### src/rtl/fxp_arith_pkg.sv
// Shared fixed-point helpers for the sequential divider/multiplier pair: width defaults,
// the FSM state type, and the sign/magnitude codec that keeps both blocks' formats identical.
package fxp_arith_pkg;

  localparam int QW_DEF  = 32;
  localparam int FW_DEF  = 16;
  localparam int MW_DEF  = 32;
  localparam int SM_MAXW = 128;

  typedef logic [SM_MAXW-1:0] sm_word_t;

  typedef enum logic [1:0] {
    IDLE = 2'd0,
    CALC = 2'd1,
    DONE = 2'd2
  } fxp_state_e;

  typedef struct packed {
    logic     sign;
    sm_word_t mag;
  } sm_dec_t;

  typedef struct packed {
    sm_word_t int_v;
    sm_word_t frac;
  } sm_enc_t;

  function automatic sm_word_t low_mask(input int w);
    return (sm_word_t'(1) << w) - sm_word_t'(1);
  endfunction

  // {sign, two's-complement magnitude} integer plus fraction magnitude -> {sign, unsigned magnitude}
  function automatic sm_dec_t sm_decode(input sm_word_t int_v, input sm_word_t frac,
                                        input int iw, input int fw);
    sm_dec_t  d;
    sm_word_t low;
    low    = int_v & low_mask(iw - 1);
    d.sign = |(int_v & (sm_word_t'(1) << (iw - 1)));
    if (d.sign) low = (~low + sm_word_t'(1)) & low_mask(iw - 1);
    d.mag  = (low << fw) | (frac & low_mask(fw));
    return d;
  endfunction

  // Inverse of sm_decode; a zero magnitude always encodes with a clear sign bit.
  function automatic sm_enc_t sm_encode(input logic sign, input sm_word_t mag,
                                        input int iw, input int fw);
    sm_enc_t  e;
    sm_word_t top;
    logic     s;
    s   = sign & (mag != '0);
    top = (mag >> fw) & low_mask(iw - 1);
    if (s) top = (~top + sm_word_t'(1)) & low_mask(iw - 1);
    e.int_v = top | (sm_word_t'(s) << (iw - 1));
    e.frac  = mag & low_mask(fw);
    return e;
  endfunction

endpackage

### src/rtl/fxp_multiplier_seq_if.sv
// Request/response bundle of the sequential fixed-point multiplier.
interface fxp_multiplier_seq_if
  import fxp_arith_pkg::*;
#(
  parameter int QW = QW_DEF,
  parameter int FW = FW_DEF,
  parameter int MW = MW_DEF
) ();

  // Handshake: start is taken on an edge where busy is low, with operands sampled on that
  // same edge; busy stays high until done, and done is a one-cycle pulse after which
  // product_int/product_frac are valid and held until the next done or reset.
  logic            start;
  logic [QW-1:0]   quotient;
  logic [FW-1:0]   fractional;
  logic [MW-1:0]   multiplier;
  logic            busy;
  logic            done;
  logic [QW+MW-1:0] product_int;
  logic [FW-1:0]   product_frac;
  fxp_state_e      dbg_state;

  modport master (
    output start, quotient, fractional, multiplier,
    input  busy, done, product_int, product_frac, dbg_state
  );

  modport slave (
    input  start, quotient, fractional, multiplier,
    output busy, done, product_int, product_frac, dbg_state
  );

endinterface

### src/rtl/fxp_multiplier_seq.sv
// Shift-add multiplier of a sign/magnitude fixed-point operand by a signed integer,
// one multiplier bit per clock; done is the (MW+1)th cycle after start is presented.
module fxp_multiplier_seq
  import fxp_arith_pkg::*;
#(
  parameter int QUOTIENT_WIDTH   = QW_DEF,
  parameter int FRACTIONAL_WIDTH = FW_DEF,
  parameter int MULT_WIDTH       = MW_DEF
) (
  input  logic                clk,
  input  logic                rstn,
  fxp_multiplier_seq_if.slave mul_if
);

  localparam int QW   = QUOTIENT_WIDTH;
  localparam int FW   = FRACTIONAL_WIDTH;
  localparam int MW   = MULT_WIDTH;
  localparam int AW   = QW - 1 + FW;
  localparam int ACCW = AW + MW;
  localparam int PW   = QW + MW;
  localparam int CW   = $clog2(MW + 1);
  localparam logic [CW-1:0] LAST = CW'(MW - 1);

  fxp_state_e      state_q, state_d;
  logic [CW-1:0]   cnt_q, cnt_d;
  logic [AW-1:0]   mag_a_q, mag_a_d;
  logic [MW-1:0]   mag_m_q, mag_m_d;
  logic [ACCW-1:0] acc_q, acc_d;
  logic            sign_q, sign_d;
  logic [PW-1:0]   pint_q, pint_d;
  logic [FW-1:0]   pfrac_q, pfrac_d;
  sm_dec_t         dec;
  sm_enc_t         enc;
  logic            unused_bits;

  always_comb begin
    state_d = state_q;
    cnt_d   = cnt_q;
    mag_a_d = mag_a_q;
    mag_m_d = mag_m_q;
    acc_d   = acc_q;
    sign_d  = sign_q;
    pint_d  = pint_q;
    pfrac_d = pfrac_q;
    dec     = sm_decode(sm_word_t'(mul_if.quotient), sm_word_t'(mul_if.fractional), QW, FW);
    enc     = '0;

    case (state_q)
      IDLE: begin
        if (mul_if.start) begin
          state_d = CALC;
          cnt_d   = '0;
          mag_a_d = dec.mag[AW-1:0];
          // Unsigned view of -2^(MW-1) is exactly 2^(MW-1), so no overflow case exists.
          mag_m_d = mul_if.multiplier[MW-1] ? -mul_if.multiplier : mul_if.multiplier;
          sign_d  = dec.sign ^ mul_if.multiplier[MW-1];
          acc_d   = '0;
        end
      end
      CALC: begin
        acc_d   = (acc_q << 1) + (mag_m_q[MW-1] ? ACCW'(mag_a_q) : '0);
        mag_m_d = mag_m_q << 1;
        cnt_d   = cnt_q + CW'(1);
        if (cnt_q == LAST) begin
          state_d = DONE;
          enc     = sm_encode(sign_q, sm_word_t'(acc_d), PW, FW);
          pint_d  = enc.int_v[PW-1:0];
          pfrac_d = enc.frac[FW-1:0];
        end
      end
      DONE:    state_d = IDLE;
      default: state_d = IDLE;
    endcase
  end

  always_ff @(posedge clk) begin
    if (!rstn) begin
      state_q <= IDLE;
      cnt_q   <= '0;
      mag_a_q <= '0;
      mag_m_q <= '0;
      acc_q   <= '0;
      sign_q  <= 1'b0;
      pint_q  <= '0;
      pfrac_q <= '0;
    end else begin
      state_q <= state_d;
      cnt_q   <= cnt_d;
      mag_a_q <= mag_a_d;
      mag_m_q <= mag_m_d;
      acc_q   <= acc_d;
      sign_q  <= sign_d;
      pint_q  <= pint_d;
      pfrac_q <= pfrac_d;
    end
  end

  assign mul_if.busy         = (state_q != IDLE);
  assign mul_if.done         = (state_q == DONE);
  assign mul_if.product_int  = pint_q;
  assign mul_if.product_frac = pfrac_q;
  assign mul_if.dbg_state    = state_q;

  assign unused_bits = ^{dec.mag[SM_MAXW-1:AW], enc.int_v[SM_MAXW-1:PW], enc.frac[SM_MAXW-1:FW]};

endmodule

### src/flat_wrapper.sv
// flat-port wrapper written by rule: the top's interface ports become plain ports
module fxp_multiplier_seq_flat import fxp_arith_pkg::*;
#(
  parameter int QUOTIENT_WIDTH   = QW_DEF,
  parameter int FRACTIONAL_WIDTH = FW_DEF,
  parameter int MULT_WIDTH       = MW_DEF
)
  (clk, rstn, mul_if_start, mul_if_quotient, mul_if_fractional, mul_if_multiplier, mul_if_busy, mul_if_done, mul_if_product_int, mul_if_product_frac, mul_if_dbg_state);
  fxp_multiplier_seq_if #(.QW((32)), .FW((16)), .MW((32))) mul_if_i ();
  input  logic clk;
  input  logic rstn;
  input wire logic [$bits(mul_if_i.start)-1:0] mul_if_start;
  input wire logic [$bits(mul_if_i.quotient)-1:0] mul_if_quotient;
  input wire logic [$bits(mul_if_i.fractional)-1:0] mul_if_fractional;
  input wire logic [$bits(mul_if_i.multiplier)-1:0] mul_if_multiplier;
  output wire logic [$bits(mul_if_i.busy)-1:0] mul_if_busy;
  output wire logic [$bits(mul_if_i.done)-1:0] mul_if_done;
  output wire logic [$bits(mul_if_i.product_int)-1:0] mul_if_product_int;
  output wire logic [$bits(mul_if_i.product_frac)-1:0] mul_if_product_frac;
  output wire logic [$bits(mul_if_i.dbg_state)-1:0] mul_if_dbg_state;
  assign mul_if_i.start = mul_if_start;
  assign mul_if_i.quotient = mul_if_quotient;
  assign mul_if_i.fractional = mul_if_fractional;
  assign mul_if_i.multiplier = mul_if_multiplier;
  assign mul_if_busy = mul_if_i.busy;
  assign mul_if_done = mul_if_i.done;
  assign mul_if_product_int = mul_if_i.product_int;
  assign mul_if_product_frac = mul_if_i.product_frac;
  assign mul_if_dbg_state = mul_if_i.dbg_state;
  fxp_multiplier_seq #(.QUOTIENT_WIDTH(QUOTIENT_WIDTH), .FRACTIONAL_WIDTH(FRACTIONAL_WIDTH), .MULT_WIDTH(MULT_WIDTH)) u_core (.clk(clk), .rstn(rstn), .mul_if(mul_if_i));
endmodule
### config.mk
export PLATFORM = sky130hd
export DESIGN_NAME = fxp_multiplier_seq_flat
export DESIGN_NICKNAME = d
export VERILOG_FILES = /design/src/rtl/fxp_arith_pkg.sv /design/src/rtl/fxp_multiplier_seq_if.sv /design/src/rtl/fxp_multiplier_seq.sv /design/src/flat_wrapper.sv
export SDC_FILE = /design/constraint.sdc
export NUM_CORES = 1
export LEC_CHECK = 0
export ABC_CLOCK_PERIOD_IN_PS = 4900
export CAP_MARGIN = 20
export CORE_MARGIN = 5
export CORE_UTILIZATION = 53
export DETAILED_ROUTE_END_ITERATION = 10
export PLACE_DENSITY_LB_ADDON = 0.25
export SYNTH_ARGS = -nofsm -noshare
export SYNTH_HDL_FRONTEND = slang
export SYNTH_SLANG_ARGS = --single-unit
### constraint.sdc
create_clock -name clk -period 4.9 [get_ports clk]
set_input_delay 0.735 -clock clk [delete_from_list [all_inputs] [get_ports clk]]
set_output_delay 0.735 -clock clk [all_outputs]
set_load 0.01 [all_outputs]
-- Yosys cells after proc, flatten, opt, wreduce, memory -nomap -nowiden
Index checks and enable logic that the tools add are counted.
- input bits: 83
- output and inout bits: 84
- word-level logic and storage cells: 47
- bits in registers: 246
- equal/unequal tests: 5
- multiplexer cells: 15
- reduce and logical (&&, ||, !) cells: 8
- bitwise gates (word level): 6
- add/subtract/negate cells: 5
- operators by type and width (kind ; count):
    case mux 78 bit (2 select lines) ; 1
    2-to-1 mux 64 bit ; 2
    adder 79 x 47 -> 79 bit ; 1
    nonzero test 79 bit ; 1
    2-to-1 mux 78 bit ; 1
    2-to-1 mux 32 bit ; 2
    OR 64 bit ; 1
    case mux 32 bit (2 select lines) ; 1
    adder 63 x 1 -> 63 bit, second input constant ; 1
    2-to-1 mux 63 bit ; 1
    inverter 63 bit ; 1
    2-to-1 mux 47 bit ; 1
    OR 47 x 16 -> 47 bit ; 1
    negator 32 bit ; 1
    adder 31 x 1 -> 31 bit, second input constant ; 1
    2-to-1 mux 31 bit ; 1
    inverter 31 bit ; 1
    case mux 6 bit (2 select lines) ; 1
    AND reduction 2 bit ; 4
    adder 6 x 1 -> 6 bit, second input constant ; 1
    == test 6 x 5 -> 1 bit, second input constant ; 1
    2-to-1 mux 6 bit ; 1
    2-to-1 mux 2 bit ; 2
    case mux 2 bit (2 select lines) ; 1
    other kinds (8) ; 9

-- Depth between registers and ports, before layout
Gate-level depths: netlist of the first run.
- depth in word-level cells: 8
- mapped depth: 22
- depth with buffers taken out: 18

-- Worst setup path before layout of the first run
No wires, ideal clock.
- kind: register to register
- from: register u_core.mag_m_q[31]
- to: register u_core.pint_q[58], in the netlist u_core.mul_if.product_int[58]
- clock period less this slack: 5.212 ns
- library setup time: 0.122 ns
- slack: -0.312 ns
- cell stages (with the launch flop): 18
- buffers on the path: 2
- arrival time: 5.090 ns
- cells stage by stage: dfxtp_1 -> clkbuf_1 -> and2_1 -> ha_1 -> fa_1 -> a211oi_1 -> o21ai_2 -> a22oi_2 -> nand2_2 -> o311ai_2 -> o2111ai_1 -> or3_1 -> or3_1 -> or4_1 -> buf_2 -> or4_1 -> o31a_1 -> a221o_1
- cells in the longest elaborated chain, start to end: 8
- ends and longest elaborated chain (what ; RTL line ; text):
    from (decl) ; fxp_multiplier_seq.sv:27 ; logic [MW-1:0] mag_m_q, mag_m_d;
    from (signal assigned) ; fxp_multiplier_seq.sv:90 ; mag_m_q <= mag_m_d;
    2-to-1 mux 47 bit (*) ; fxp_multiplier_seq.sv:61 ; acc_d = (acc_q << 1) + (mag_m_q[MW-1] ? ACCW'(mag_a_q) : '0);
    adder 79 x 47 -> 79 bit (*) ; fxp_multiplier_seq.sv:61 ;
    inverter 63 bit / nonzero test 79 bit (equally long branches) ; fxp_arith_pkg.sv:52, fxp_arith_pkg.sv:50 ;
    adder 63 x 1 -> 63 bit / AND 1 bit (equally long branches) ; fxp_arith_pkg.sv:52, fxp_arith_pkg.sv:50 ;
    2-to-1 mux 63 bit (*) ; fxp_arith_pkg.sv:52 ; if (s) top = (~top + sm_word_t'(1)) & low_mask(iw - 1);
    2-to-1 mux 64 bit (*) ; fxp_multiplier_seq.sv:64 ; if (cnt_q == LAST) begin
    2-to-1 mux 64 bit (*) ; fxp_multiplier_seq.sv:48 ; case (state_q)
    OR 64 bit (*) ; fxp_arith_pkg.sv:53 ; e.int_v = top | (sm_word_t'(s) << (iw - 1));
    to (signal assigned) ; fxp_multiplier_seq.sv:93 ; pint_q <= pint_d;
    to (decl) ; fxp_multiplier_seq.sv:30 ; logic [PW-1:0] pint_q, pint_d;
Mark *: on every way between the ends. The rest lies on a longest branch, timed or not. The select of a mux whose other input is x is not followed.
A chain may end at the register's enable or synchronous reset.

-- Worst setup path in the final report of the first run
- from: register u_core.mag_m_q[31]
- to: register u_core.pint_q[37], in the netlist u_core.mul_if.product_int[37]
The elaborated chain is that of the path after synthesis.

==> results of run 1 <==
where the power goes:
part           total, mW  internal [mW]  switching [mW]  leakage, nW
Clock               2.05           1.18           0.867        0.436
Sequential          2.09           2.05          0.0335         2.00
Combinational      0.600          0.246           0.355         6.81
Total               4.74           3.48            1.25         9.24
routing by layer:
| layer | vias up | GRT usage | share of wire |
|---|---|---|---|
| li1 | 8992 | - | - |
| met1 | 9057 | 0.450 | 0.42 |
| met2 | 895 | 0.544 | 0.46 |
| met3 | 154 | 0.0483 | 0.083 |
| met4 | 0 | 0.0953 | 0.034 |
| met5 | - | 0 | 0 |
worst max-delay path, stage by stage, from the launching register on:
cell	delay (ns)
sky130_fd_sc_hd__dfxtp_4	0.36
sky130_fd_sc_hd__buf_8	0.13
sky130_fd_sc_hd__buf_4	0.13
sky130_fd_sc_hd__and2_1	0.14
sky130_fd_sc_hd__ha_1	0.31
sky130_fd_sc_hd__a21oi_1	0.27
sky130_fd_sc_hd__o21ai_1	0.13
sky130_fd_sc_hd__a22oi_2	0.33
sky130_fd_sc_hd__buf_4	0.19
sky130_fd_sc_hd__a21oi_4	0.08
sky130_fd_sc_hd__o31ai_2	0.40
sky130_fd_sc_hd__or3_1	0.19
sky130_fd_sc_hd__nand4b_1	0.12
sky130_fd_sc_hd__or4b_4	0.55
sky130_fd_sc_hd__or4b_4	0.54
sky130_fd_sc_hd__buf_6	0.16
sky130_fd_sc_hd__o41ai_4	0.34
sky130_fd_sc_hd__buf_6	0.20
sky130_fd_sc_hd__buf_12	0.11
sky130_fd_sc_hd__buf_16	0.12
sky130_fd_sc_hd__a31oi_1	0.05
sky130_fd_sc_hd__xor2_1	0.18
sky130_fd_sc_hd__a21oi_1	0.10
layout by cell type, fill, tap and decap left out, drive strengths merged, types with 14 or more instances in the layout:
master	n
o31ai	21
a211oi	53
a31oi	50
xor2	74
nor2	239
ha	50
a21o	17
xnor2	85
nand4	45
clkdlybuf4s50	166
a21oi	222
buf	446
nand2b	14
nor4	15
a22oi	52
o21ai	140
nor3	45
nand2	279
or4	28
or3	40
clkbuf	33
and3	14
dfxtp	246
nand3	78
inv	19
and2	70
state kept, by name, summed over array words and instances (netlist names):
signal                      cells
u_core.acc_q                   78
u_core.cnt_q                    6
u_core.mag_a_q                 47
u_core.mag_m_q                 32
u_core.mul_if.dbg_state         2
u_core.mul_if.product_frac     16
u_core.mul_if.product_int      64
u_core.sign_q                   1
logic make-up (layout without fill, tap and decap cells):
| group | count (synthesis) | count (layout) |
|---|---|---|
| xor gates and xnor gates | 159 | 159 |
| AOI/OAI and AO/OA | 657 | 657 |
| and+or+nand+nor | 918 | 920 |
| DFF | 246 | 246 |
| buffers and inverters | 173 | 679 |
| adders and majority gates | 51 | 51 |
| muxes | 10 | 10 |
path summary, 6_finish.rpt:
| path | slack (ns) | end | depth (start not counted) | start |
|---|---|---|---|---|
| setup / recovery | -0.40 | u_core.mul_if.product_int[37] | 22 | u_core.mag_m_q[31] |
| hold / removal | 0.45 | u_core.mul_if.product_int[48] | 2 | u_core.mul_if.product_int[48] |
| setup reg to reg | -0.40 | u_core.mul_if.product_int[37] | 22 | u_core.mag_m_q[31] |
| hold reg to reg | 0.45 | u_core.mul_if.product_int[48] | 2 | u_core.mul_if.product_int[48] |
per-stage QoR:
step	area, µm²	util	hold WS (ns)	setup WS [ns]
CTS	22600	0.740	0.452	-0.281
floorplan	16500	-	0.432	-0.0383
finish	23300	0.763	0.446	-0.399
detailed placement	21100	0.690	0.442	-0.616
global route	23300	0.763	0.465	-0.505
global placement	21100	0.690	0.439	-0.594
layout make-up:
class                      instances  area (µm²)
clock inverter                    15         175
sequential                       246        4930
multi-input combinational       1797       11800
tap                              396         495
clock buffer                      33         707
timing repair buffer             612        5180
inverter                          19        76.3
fill                            2264        7240
repair_timing:
item | CTS | global route
pin swaps | 40 | 31
buffers inserted | 22 | 20
hold buffers | 0 | 0
gates cloned | 5 | 0
setup endpoints to repair | 57 | 59
gates resized for setup | 92 | 119
==> impl_metrics.xml, run 1 <==
<?xml version="1.0" encoding="UTF-8"?>
<metrics>
  <group name="yosys">
    <metric name="synth_largest_area_cell" unit="">sky130_fd_sc_hd__dfxtp_1</metric>
    <metric name="synthXorXnorAreaFrac" unit="">0.0848</metric>
    <metric name="mapped_cells" unit="">2214</metric>
    <metric name="multiplexer_share_of_the_synthesized_area" unit="">0.00617</metric>
    <metric name="largest_family_of_logic_cells_by_synthesized_area" unit="">simple AND/OR/NAND/NOR gates</metric>
    <metric name="ys_warn_count" unit="">0</metric>
    <metric name="synthAdderAreaFrac" unit="">0.0393</metric>
    <metric name="ys_ff_latch" unit="">246</metric>
    <metric name="synth_cell_type_count" unit="">87</metric>
    <metric name="synthesis.area" unit="mm²">0.0164</metric>
    <metric name="async_reset_ff_frac" unit="">0</metric>
    <metric name="synth.most_common_cell" unit="">sky130_fd_sc_hd__nand2_1</metric>
    <metric name="synth.net_count" unit="">2348</metric>
    <metric name="proportion_of_synthesized_chip_area_in_sequential_cells" unit="">0.300</metric>
    <metric name="synth_area_leaders" unit="">sky130_fd_sc_hd__dfxtp_1 30%, sky130_fd_sc_hd__a21oi_1 6.5%, sky130_fd_sc_hd__nand2_1 6.3%, sky130_fd_sc_hd__nor2_1 5.5%, sky130_fd_sc_hd__xnor2_1 4.5%</metric>
    <metric name="post_synth_and_or_nand_nor_area_fraction" unit="">0.270</metric>
    <metric name="synthesis.area_per_instance" unit="µm²">7.42</metric>
    <metric name="synth_ff_type" unit="">sky130_fd_sc_hd__dfxtp_1</metric>
    <metric name="post_synth_most_frequent_cells" unit="">277 x sky130_fd_sc_hd__nand2_1, 246 x sky130_fd_sc_hd__dfxtp_1, 239 x sky130_fd_sc_hd__nor2_1</metric>
    <metric name="netlist.area_leader.share" unit="">0.300</metric>
    <metric name="synth-edff-count" unit="">0</metric>
    <metric name="synth_compound_area_frac" unit="">0.255</metric>
  </group>
  <group name="status">
    <metric name="failed_checks" unit="">setup timing</metric>
    <metric name="status" unit="">finished with violations</metric>
  </group>
  <group name="timing">
    <metric name="timing.fmax" unit="GHz">0.189</metric>
    <metric name="layout_worst_path_cycle_share" unit="">1.08</metric>
    <metric name="maximum_clock_skew_at_final_layout" unit="ns">0.0238</metric>
    <metric name="grt_setup_unrepaired" unit="">yes</metric>
    <metric name="final_max_slew_viol_count" unit="">0</metric>
    <metric name="setup_viol_count_final" unit="">54</metric>
    <metric name="finalWorstSetupSlack" unit="ns">-0.399</metric>
    <metric name="max_slew.worst_pin.slew" unit="ns">1.05</metric>
    <metric name="slew_headroom" unit="">0.296</metric>
    <metric name="fin_tns_setup" unit="ns">-15.10</metric>
    <metric name="layout_min_cycle_time" unit="ns">5.30</metric>
    <metric name="final_hold_viol_count" unit="">0</metric>
  </group>
  <group name="floorplanning">
    <metric name="pin_count" unit="">167</metric>
    <metric name="placement_rows" unit="">64</metric>
    <metric name="die_width" unit="µm">186</metric>
    <metric name="die_boundary_height" unit="µm">186</metric>
    <metric name="initial_core_util" unit="">0.537</metric>
    <metric name="core_footprint" unit="mm²">0.0306</metric>
    <metric name="die_area" unit="mm²">0.0346</metric>
  </group>
  <group name="setup_path">
    <metric name="worstSetupPathType" unit="">flop to flop</metric>
    <metric name="crit_path_max_fanout" unit="">12</metric>
    <metric name="worst_ep_required_time" unit="ns">5.29</metric>
    <metric name="cp-start-kind" unit="">flop</metric>
    <metric name="cp.arrival" unit="ns">5.69</metric>
    <metric name="critPathCaptureType" unit="">flop</metric>
  </group>
  <group name="clocking">
    <metric name="clock_tree_from_tritoncts" unit="">built</metric>
    <metric name="clock_tree.htree_level_count" unit="">1</metric>
    <metric name="clk-insertion-delay-late" unit="ns">0.57</metric>
    <metric name="cts_inserted_buffers" unit="">26</metric>
    <metric name="clk_pin_slew" unit="ns">0.06</metric>
    <metric name="clock_path_buffers" unit="">3</metric>
    <metric name="buffer_type_at_the_clock_tree_root" unit="">sky130_fd_sc_hd__clkbuf_16</metric>
    <metric name="clock_sink_count" unit="">246</metric>
  </group>
  <group name="layout">
    <metric name="nets" unit="">2836</metric>
    <metric name="stdcell_count" unit="">3118</metric>
    <metric name="final_layout_size_suffix_gt1_frac" unit="">0.253</metric>
    <metric name="diodes" unit="">0</metric>
    <metric name="area_growth_syn_to_layout" unit="%">42.2</metric>
  </group>
  <group name="power">
    <metric name="power.ir.vdd_worst" unit="mV">0.281</metric>
    <metric name="power.density_cell_area" unit="mW/mm²">203</metric>
    <metric name="p_total" unit="mW">4.74</metric>
    <metric name="p_leak" unit="nW">9.24</metric>
  </group>
  <group name="placed_design">
    <metric name="detailed_place_hpwl" unit="mm">45.0</metric>
    <metric name="gp_congestion" unit="">1.06</metric>
    <metric name="place.detailed.instances" unit="">3023</metric>
    <metric name="port-buffer-count" unit="">166</metric>
  </group>
  <group name="global_route">
    <metric name="grt_first_pass_wirelength" unit="mm">92.5</metric>
    <metric name="first_global_vias" unit="">17800</metric>
    <metric name="grt_remaining_overflow" unit="">0</metric>
    <metric name="grtUsageTotal" unit="">0.330</metric>
    <metric name="grt_start_max_net_pins" unit="">103</metric>
    <metric name="antenna_found_initial" unit="">0</metric>
  </group>
  <group name="detailed_routing">
    <metric name="detail_route.first_pass.iterations" unit="">5</metric>
    <metric name="antenna_left" unit="">0</metric>
    <metric name="detail_route.drc_violations" unit="">0</metric>
    <metric name="total_vias_in_the_final_route" unit="">19100</metric>
    <metric name="viasPerCell" unit="">6.13</metric>
    <metric name="first_iter_violations" unit="">1795</metric>
    <metric name="wl" unit="mm">61.4</metric>
    <metric name="wl_per_cell" unit="µm">19.7</metric>
  </group>
  <group name="job">
    <metric name="max-cap-violations" unit="">0</metric>
  </group>
  <group name="min_path">
    <metric name="timing.hold.worst.class" unit="">flop to flop</metric>
  </group>
</metrics>
No activity file was read; power rests on OpenSTA's default activity.
==> inputs of run 2 (changes only) <==
--- a/config.mk
+++ b/config.mk
@@ -11,6 +11,7 @@
 export CORE_UTILIZATION = 53
 export DETAILED_ROUTE_END_ITERATION = 10
 export PLACE_DENSITY_LB_ADDON = 0.25
+export SLEW_MARGIN = 10
 export SYNTH_ARGS = -nofsm -noshare
 export SYNTH_HDL_FRONTEND = slang
 export SYNTH_SLANG_ARGS = --single-unit
==> results of run 2 <==
Same layout as run 1: the final DEF is identical, and so are final timing and power.
